--- src/rtl/super_pkg.sv ---
// Shared LSU request types and the cacheability helper used by the request queue
// and the data cache.
package super_pkg;

  typedef struct packed {
    logic [31:0] addr;
    logic        is_store;
    logic [1:0]  size;
    logic        rf_we;
    logic [4:0]  rd;
    logic        is_cap;
    logic        cache_ok;
  } lsu_req_info_t;

  localparam lsu_req_info_t NULL_LSU_REQ_INFO = '0;

  localparam logic [31:0] CACHE_BASE_DEFAULT = 32'h8000_0000;
  localparam logic [31:0] CACHE_MASK_DEFAULT = 32'hF000_0000;

  // Capability accesses always bypass the cache.
  function automatic logic lsu_cacheable(input logic [31:0] addr,
                                         input logic        is_cap,
                                         input logic [31:0] base = CACHE_BASE_DEFAULT,
                                         input logic [31:0] mask = CACHE_MASK_DEFAULT);
    return ((addr & mask) == base) & ~is_cap;
  endfunction

endpackage

--- src/rtl/lsu_req_queue_fifo.sv ---
// Synchronous FIFO with a single-cycle flush; head data is read straight from storage.
module sync_fifo_flush #(
  parameter int unsigned Depth = 4,
  parameter type         T     = logic
) (
  input  logic clk_i,
  input  logic rst_i,
  input  logic push_i,
  input  logic pop_i,
  input  logic flush_i,
  input  T     wdata_i,
  output logic full_o,
  output logic empty_o,
  output T     rdata_o
);

  localparam int unsigned PtrW = $clog2(Depth);
  localparam int unsigned CntW = $clog2(Depth + 1);
  localparam logic [CntW-1:0] DepthC = CntW'(Depth);

  T                r_mem [Depth];
  logic [PtrW-1:0] r_rd_ptr;
  logic [PtrW-1:0] r_wr_ptr;
  logic [CntW-1:0] r_cnt;

  logic w_push;
  logic w_pop;

  assign w_push = push_i & (r_cnt != DepthC);
  assign w_pop  = pop_i & (r_cnt != '0);

  // Storage resets to all-zero so the head reads as a null entry out of reset.
  always_ff @(posedge clk_i) begin
    if (rst_i) begin
      r_mem    <= '{default: '0};
      r_rd_ptr <= '0;
      r_wr_ptr <= '0;
      r_cnt    <= '0;
    end else if (flush_i) begin
      r_rd_ptr <= '0;
      r_wr_ptr <= '0;
      r_cnt    <= '0;
    end else begin
      if (w_push) begin
        r_mem[r_wr_ptr] <= wdata_i;
        r_wr_ptr        <= r_wr_ptr + PtrW'(1);
      end
      if (w_pop) begin
        r_rd_ptr <= r_rd_ptr + PtrW'(1);
      end
      case ({w_push, w_pop})
        2'b10:   r_cnt <= r_cnt + CntW'(1);
        2'b01:   r_cnt <= r_cnt - CntW'(1);
        default: r_cnt <= r_cnt;
      endcase
    end
  end

  assign full_o  = (r_cnt == DepthC);
  assign empty_o = (r_cnt == '0);
  assign rdata_o = r_mem[r_rd_ptr];

endmodule

--- src/rtl/lsu_req_queue.sv ---
// In-order LSU request queue: tags cacheability on entry and throttles issue on
// the number of bus responses still outstanding.
module lsu_req_queue
  import super_pkg::*;
#(
  parameter int unsigned Depth     = 4,
  parameter int unsigned MaxOutst  = 2,
  parameter logic [31:0] CacheBase = 32'h8000_0000,
  parameter logic [31:0] CacheMask = 32'hF000_0000,
  localparam int unsigned OutstW   = $clog2(MaxOutst + 1)
) (
  input  logic              clk_i,
  input  logic              rst_i,
  input  logic              flush_i,
  input  logic              us_valid_i,
  input  lsu_req_info_t     lsu_req_dec_i,
  output logic              lspl_rdy_o,
  output logic              lsu_req_o,
  output lsu_req_info_t     lsu_req_info_o,
  input  logic              lsu_req_done_i,
  input  logic              lsu_resp_valid_i,
  output logic [OutstW-1:0] outst_cnt_o,
  output logic              idle_o
);

  localparam logic [OutstW-1:0] MaxOutstC = OutstW'(MaxOutst);

  logic              w_full;
  logic              w_empty;
  logic              w_push;
  logic              w_pop;
  logic              w_resp_dec;
  lsu_req_info_t     w_tagged;
  logic [OutstW-1:0] r_outst;

  always_comb begin
    w_tagged          = lsu_req_dec_i;
    w_tagged.cache_ok = lsu_cacheable(lsu_req_dec_i.addr, lsu_req_dec_i.is_cap,
                                      CacheBase, CacheMask);
  end

  // Ready and issue depend on registered state only: no path from done to ready.
  assign lspl_rdy_o = ~w_full;
  assign lsu_req_o  = ~w_empty & (r_outst < MaxOutstC);
  assign w_push     = us_valid_i & lspl_rdy_o & ~flush_i;
  assign w_pop      = lsu_req_o & lsu_req_done_i;
  assign w_resp_dec = lsu_resp_valid_i & (r_outst != '0);

  sync_fifo_flush #(
    .Depth (Depth),
    .T     (lsu_req_info_t)
  ) u_fifo (
    .clk_i   (clk_i),
    .rst_i   (rst_i),
    .push_i  (w_push),
    .pop_i   (w_pop),
    .flush_i (flush_i),
    .wdata_i (w_tagged),
    .full_o  (w_full),
    .empty_o (w_empty),
    .rdata_o (lsu_req_info_o)
  );

  // Flush leaves this alone so in-flight responses drain normally.
  always_ff @(posedge clk_i) begin
    if (rst_i) begin
      r_outst <= '0;
    end else begin
      case ({w_pop, w_resp_dec})
        2'b10:   r_outst <= r_outst + OutstW'(1);
        2'b01:   r_outst <= r_outst - OutstW'(1);
        default: r_outst <= r_outst;
      endcase
    end
  end

  assign outst_cnt_o = r_outst;
  assign idle_o      = w_empty & (r_outst == '0);

endmodule

--- config.mk ---
export PLATFORM = sky130hd
export DESIGN_NAME = lsu_req_queue
export DESIGN_NICKNAME = d
export VERILOG_FILES = /design/src/rtl/super_pkg.sv /design/src/rtl/lsu_req_queue_fifo.sv /design/src/rtl/lsu_req_queue.sv
export SDC_FILE = /design/constraint.sdc
export NUM_CORES = 1
export LEC_CHECK = 0
export ABC_AREA = 0
export BUFFER_PORTS_ARGS = -buffer_cell sky130_fd_sc_hd__buf_4
export CORE_MARGIN = 2
export CORE_UTILIZATION = 60
export CTS_BUF_LIST = sky130_fd_sc_hd__clkbuf_2 sky130_fd_sc_hd__clkbuf_4 sky130_fd_sc_hd__clkbuf_8
export CTS_CLUSTER_SIZE = 40
export DETAILED_ROUTE_END_ITERATION = 10
export GPL_TIMING_DRIVEN = 0
export PLACE_DENSITY = 0.84
export REMOVE_ABC_BUFFERS = 1
export SYNTH_ARGS = -nofsm -noshare
export SYNTH_HDL_FRONTEND = slang
export SYNTH_SLANG_ARGS = --single-unit
--- constraint.sdc ---
create_clock -name clk_i -period 2.5 [get_ports clk_i]
set_clock_uncertainty 0.15 [all_clocks]
set_input_delay 0.125 -clock clk_i [delete_from_list [all_inputs] [get_ports clk_i]]
set_output_delay 0.125 -clock clk_i [all_outputs]
set_load 0.005 [all_outputs]
After elaboration in Yosys (flattened, before gate mapping)
Index checks and enable logic that the tools add are counted.

Register bits after elaboration: 181. Output and inout bits: 48. Input port bits: 49. Logic and storage cells: 81.

$add $sub $neg: 6. Reduce and logical (&&, ||, !) cells: 9. Bitwise gates (word level): 15. Equality and inequality tests: 7. Order comparisons: 4. Mux-type cells: 8.

Operator list (count): 172-bit bitwise mux (1); 43-bit 2-to-1 mux (3); 43-bit binary-select mux with 2-bit select (1); 43-bit demux with 2-bit select (1); 1-bit AND (9); 2-bit by 1-bit adder with 2-bit output (second input constant) (3); 3-bit >= comparator (second input constant) (2); 2-bit inverter with 3-bit output (2); 3-bit one-hot mux with 2 select lines (1); 2-bit nonzero test (3); 2-bit by 1-bit equality test with 1-bit output (second input constant) (2); 2-bit equality test (second input constant) (2); 4-bit equality test (second input constant) (1); 1-bit inverter (4); 2-bit one-hot mux with 2 select lines (1); 3-bit by 1-bit adder with 3-bit output (second input constant) (1); 3-bit equality test (second input constant) (1); 3-bit logical NOT (1); 3-bit by 1-bit less-than comparator with 1-bit output (second input constant) (1); 3-bit inequality test (second input constant) (1); 3-bit nonzero test (1); 3-bit by 1-bit subtractor with 3-bit output (second input constant) (1); 2-bit logical NOT (1); 2-bit less-than comparator (second input constant) (1); 4 further kinds (4).

Logic depth before layout (Yosys ltp)
Depth after elaboration: 7. Gate-level depth with buffers: 9. Depth with buffers taken out: 8.

Modules after synthesis
From an unflattened synthesis, not the netlist that was laid out.

Cells, all modules: 734. Area, all modules: 8371.8 um^2.

By module, submodules not included: sync_fifo_flush (seq. area each 3583.4 um^2, cells an instance 716, instances 1, area each 8231.6 um^2); lsu_req_queue (seq. area each 40.0 um^2, cells an instance 18, instances 1, area each 140.1 um^2).

Least setup slack after synthesis
No wires, ideal clock.

Path kind: register -> register. Start point: register u_fifo.r_cnt[0]. End point: register u_fifo.r_cnt[2]. Setup time: 70 ps. Path buffers: 1. Required time: 2280 ps. Stages on the path, launching flop included: 10. Clock period less this slack: 2303 ps. Arrival time: 2083 ps. Path slack: 197 ps. Path through: dfxtp_1 or3b_4 buf_6 nand2_1 ha_1 inv_1 fa_1 xor2_1 or3_1 a21oi_1.

Cells in the longest elaborated chain, start to end: 7. Elaborated cells on any way between the ends: 18. Those cells by class: add/sub: 2; eq/ne: 4; mux: 1; bitwise: 8; reduce/logical: 3.

Ends and longest elaborated chain: start, declared (RTL line lsu_req_queue_fifo.sv:24) `logic [CntW-1:0] r_cnt;`; start signal, assigned (RTL line lsu_req_queue_fifo.sv:52) `2'b10: r_cnt <= r_cnt + CntW'(1);`; start signal, assigned (RTL line lsu_req_queue_fifo.sv:53) `2'b01: r_cnt <= r_cnt - CntW'(1);`; start signal, assigned (RTL line lsu_req_queue_fifo.sv:54) `default: r_cnt <= r_cnt;`; 3-bit equality test * (RTL line lsu_req_queue_fifo.sv:59) `assign full_o = (r_cnt == DepthC);`; 1-bit inverter * (RTL line lsu_req_queue.sv:43) `assign lspl_rdy_o = ~w_full;`; named net lspl_rdy_o (RTL line lsu_req_queue.sv:17) `output logic lspl_rdy_o,`; 1-bit AND * (2 in series) (RTL line lsu_req_queue.sv:45) `assign w_push = us_valid_i & lspl_rdy_o & ~flush_i;`; 1-bit AND * (RTL line lsu_req_queue_fifo.sv:29) `assign w_push = push_i & (r_cnt != DepthC);`; 2-bit by 1-bit equality test with 1-bit output or 2-bit equality test (tied branches) (RTL line lsu_req_queue_fifo.sv:51) `case ({w_push, w_pop})`; 3-bit one-hot mux with 2 select lines or 2-bit nonzero test (tied branches).

Mark *: on every way through the listed nets, which the timed path passes. The rest lies on a longest branch. A chain may end at the register's enable or synchronous reset.

Final worst setup path
Start point: register u_fifo.r_cnt[2]. End point: register u_fifo.r_wr_ptr[1].

Cells in the longest elaborated chain, start to end: 5. Elaborated cells on any way between the ends: 6. Those cells by class: eq/ne: 2; bitwise: 4.

Ends and longest elaborated chain: 3-bit equality test (RTL line lsu_req_queue_fifo.sv:59); 1-bit inverter (RTL line lsu_req_queue.sv:43); 1-bit AND (2 in series) (RTL line lsu_req_queue.sv:45); 1-bit AND * (RTL line lsu_req_queue_fifo.sv:29); end signal, assigned (RTL line lsu_req_queue_fifo.sv:46) `r_wr_ptr <= r_wr_ptr + PtrW'(1);`; end, declared (RTL line lsu_req_queue_fifo.sv:23) `logic [PtrW-1:0] r_wr_ptr;`.

Every way passes the cells marked *; elsewhere a longest branch is shown, timed or not.

==> impl_metrics.py <==
metrics = {
    "global_routing": {
        "antenna_found_initial": 0,
        "grt_pass1_wl_um": 27990,
        "grt-ovfl-total": 0,
        "grt_usage_pct": 23.91,
        "grt_max_degree": 220,
        "grt_pass1_vias": 5912,
    },
    "cells_and_area": {
        "fin_cells": 1034,
        "final_util_pct": 72.01,
        "n_antenna_cell": 0,
        "area_growth_pct": 17.22,
        "nNetsFinal": 899,
        "fillers": 978,
        "design_area_um2": 10030,
        "drive_gt1_share_pct": 21.78,
    },
    "sta": {
        "hold_viol": 0,
        "relSlewSlack_pct": 35.64,
        "fmax_mhz": 411.0,
        "fin_crit_sh_pct": 97.31,
        "report.final.slew_viol_count": 0,
        "setup_tns_ns": 0,
        "setup_viol": 0,
        "rsz0062_at_grt": "no",
        "worst_slew_pin_slew_ns": 0.9654,
        "fin_crit_ns": 2.433,
    },
    "floorplanning": {
        "initial_utilization_pct": 61.43,
        "ios": 97,
        "rows": 43,
        "die_y_um": 123.5,
        "die_area_um2": 15240,
        "chipWidth_um": 123.5,
        "core_um2": 13930,
    },
    "min_path": {
        "hold_class": "input port to flip-flop",
    },
    "clock_network": {
        "ctsHtreeMaxLevel": 4,
        "clock_sinks": 181,
        "clockBufferDepth": 2,
        "root_buffer": "clkbuf_8",
        "cts_buffers": 17,
        "cts_tree": "done",
        "clk_latency_ns": 0.47,
        "clkSlewWorstSetupHoldPaths_ns": 0.09,
    },
    "worst_setup_path": {
        "cp_cell_sequence": "or3b_4 -> nand4_1 -> dlygate4sd3_1 -> nand2_1 -> dlygate4sd3_1",
        "worstSetupPathType": "flip-flop to flip-flop",
        "r2r_cells": 5,
        "cpPeakStageDelay_ns": 0.58,
        "cp-start-kind": "flip-flop",
        "r2r_slack_ns": 0.07,
        "crit_fanout": 5,
        "worstPathArrival_ns": 2.64,
        "critPathCaptureType": "flip-flop",
        "crit_required_ns": 2.71,
        "critPathSlowestCell": "dlygate4sd3_1",
        "r2r-start": "u_fifo.r_cnt[2]",
        "crit_path_frequent_cell": "dlygate4sd3_1",
        "worstSetupEndpoint": "u_fifo.r_wr_ptr[1]",
        "timing.critical_path.from": "u_fifo.r_cnt[2]",
        "r2r_end": "u_fifo.r_wr_ptr[1]",
    },
    "placement": {
        "dp.cells": 950,
        "dp_hpwl_um": 10680,
        "portBuffers": 95,
        "gp_congestion": 0.7271,
        "place_area_um2": 9114,
    },
    "drt": {
        "vias_per_cell": 5.499,
        "drc": 0,
        "wl_um": 17840,
        "ant_nets": 0,
        "dr.pass1.iters": 5,
        "num_vias": 5686,
        "wl_per_cell_um": 17.25,
        "drt_iter0_drc": 283,
    },
    "power_and_ir_drop": {
        "ir_drop_mv": 0.4185,
        "p_total_w": 0.005371,
        "p_per_area_nw_per_um2": 535.3,
        "p_leak_nw": 4.403,
    },
    "synthesis": {
        "yosysUniqueCellTypes": 33,
        "synth_seq_cells": 181,
        "syn_area_per_cell_um2": 11.74,
        "syn_inst": 729,
        "seq_area_frac_synth_pct": 42.33,
        "yosysWarnings": 0,
        "synth_area_um2": 8561,
    },
    "run": {
        "maxCapViolCount": 0,
    },
    "status": {
        "status": "finished, final reports clean",
    },
}
[synthesized netlist by cell type]
cell / number / area [µm²]
and3_4: 2 / 22.52
nand4_1: 2 / 12.51
nor2b_1: 1 / 6.260
nor3b_1: 1 / 7.510
or3b_4: 1 / 11.26
o21a_1: 1 / 7.510
mux2i_1: 172 / 1722
o21ai_0: 4 / 20.02
and3_1: 1 / 6.260
nand3_4: 2 / 35.03
or2_2: 1 / 6.260
nand2b_1: 215 / 1345
nor4b_1: 1 / 8.760
clkbuf_1: 30 / 112.6
or3_1: 4 / 25.02
nand3b_1: 1 / 7.510
nand3_1: 1 / 5.000
ha_1: 6 / 75.07
a21oi_1: 5 / 25.02
dfxtp_1: 181 / 3623
nand2_1: 4 / 15.01
inv_1: 6 / 22.52
buf_6: 6 / 67.56
buf_2: 9 / 45.04
xnor2_1: 1 / 8.760
nor2_1: 8 / 30.03
fa_1: 1 / 20.02
nand3_2: 1 / 10.01
nor3_1: 1 / 5.000
xor2_1: 3 / 26.28
mux4_2: 43 / 968.4
buf_12: 12 / 240.2
a211o_1: 2 / 17.52
[stage by stage]
step	setup WS [ns]	hold slack, ns
final	0.06719	0.05422
after global routing	0.02077	0.09508
after CTS	0.03866	0.02830
after detailed placement	0.01316	0.2550
after global placement	-1.448	0.2438
after floorplan	-0.3606	0.04407
[layer usage]
| layer | global-route usage, % | part of all wire [%] |
|---|---|---|
| met5 | 0 | 0 |
| met4 | 9.588 | 2.0 |
| met3 | 4.889 | 3.9 |
| met2 | 41.31 | 50 |
| met1 | 29.13 | 44 |
[worst min-delay path by stage]
| stage | startpoint | endpoint | slack (ns) | cells after the start |
|---|---|---|---|---|
| after global placement | us_valid_i | u_fifo.r_wr_ptr[1] | 0.24 | 3 |
| after detailed placement | us_valid_i | u_fifo.r_wr_ptr[1] | 0.25 | 3 |
| final | lsu_resp_valid_i | outst_cnt_o[0] | 0.05 | 5 |
| after CTS | lsu_resp_valid_i | outst_cnt_o[0] | 0.03 | 5 |
| after floorplan | rst_i | outst_cnt_o[1] | 0.04 | 1 |
| after global routing | lsu_resp_valid_i | outst_cnt_o[0] | 0.1 | 5 |
[layout by cell type, fill, tap and decap left out, types with 2 or more instances in the layout]
master,n
nand2b_1,215
dfxtp_1,179
mux2i_1,172
buf_4,98
dlygate4sd3_1,49
mux4_2,43
clkbuf_8,23
nor2_1,8
inv_1,6
ha_1,6
a21oi_1,5
nand2_1,4
o21ai_0,4
or3_1,4
clkbuf_4,4
nand3_4,3
xor2_1,3
and3_4,2
a211o_1,2
nand4_1,2
clkinv_2,2
buf_12,2
buf_16,2
[final cells by class]
type | count | area (µm²) | share of cell area (%)
clock buffer | 27 | 346.6 | 3.454
clock inverter | 3 | 17.52 | 0.1746
inverter | 6 | 22.52 | 0.2244
multi-input combinational | 485 | 4462 | 44.46
sequential | 181 | 3628 | 36.16
tap | 180 | 225.2 | 2.244
timing repair buffer | 152 | 1333 | 13.28
[kinds of logic (layout without fill, tap and decap cells)]
kind of cell | count (synthesis) | count (layout) | share of synthesized area (%)
buffers and inverters | 63 | 188 | 5.700
adders and majority gates | 7 | 7 | 1.111
muxes | 215 | 215 | 31.42
xor gates and xnor gates | 4 | 4 | 0.4093
and+or+nand+nor | 247 | 247 | 18.21
AOI/OAI and AO/OA | 12 | 12 | 0.8185
DFF | 181 | 181 | 42.33
[power by group]
part | switching [W] | internal, W | leakage, nW
logic | 0.000232 | 0.000325 | 2.75
clock network | 0.000970 | 0.000879 | 0.192
registers | 0.0000327 | 0.00293 | 1.46
[flip-flops by register name, summed over array words and instances, names as in the netlist]
| name | cells |
|---|---|
| u_fifo.r_mem | 172 |
| u_fifo.r_wr_ptr | 2 |
| u_fifo.r_cnt | 3 |
| u_fifo.r_rd_ptr | 2 |
| outst_cnt_o | 2 |
[critical path, delay by kind of cell (launching register included)]
family / cells / cell delay, ns
flip-flops: 1 / 0.40
AND/OR/NAND/NOR: 3 / 0.64
buffers and inverters: 2 / 1.15
[timing repair]
action	4_1_cts	5_1_grt
buffers inserted	0	4
endpoints found under the setup margin	0	16
resized for setup	0	1
hold buffers	48	1
hold endpoints to repair	179	6
(Power assumes the default switching activity.)
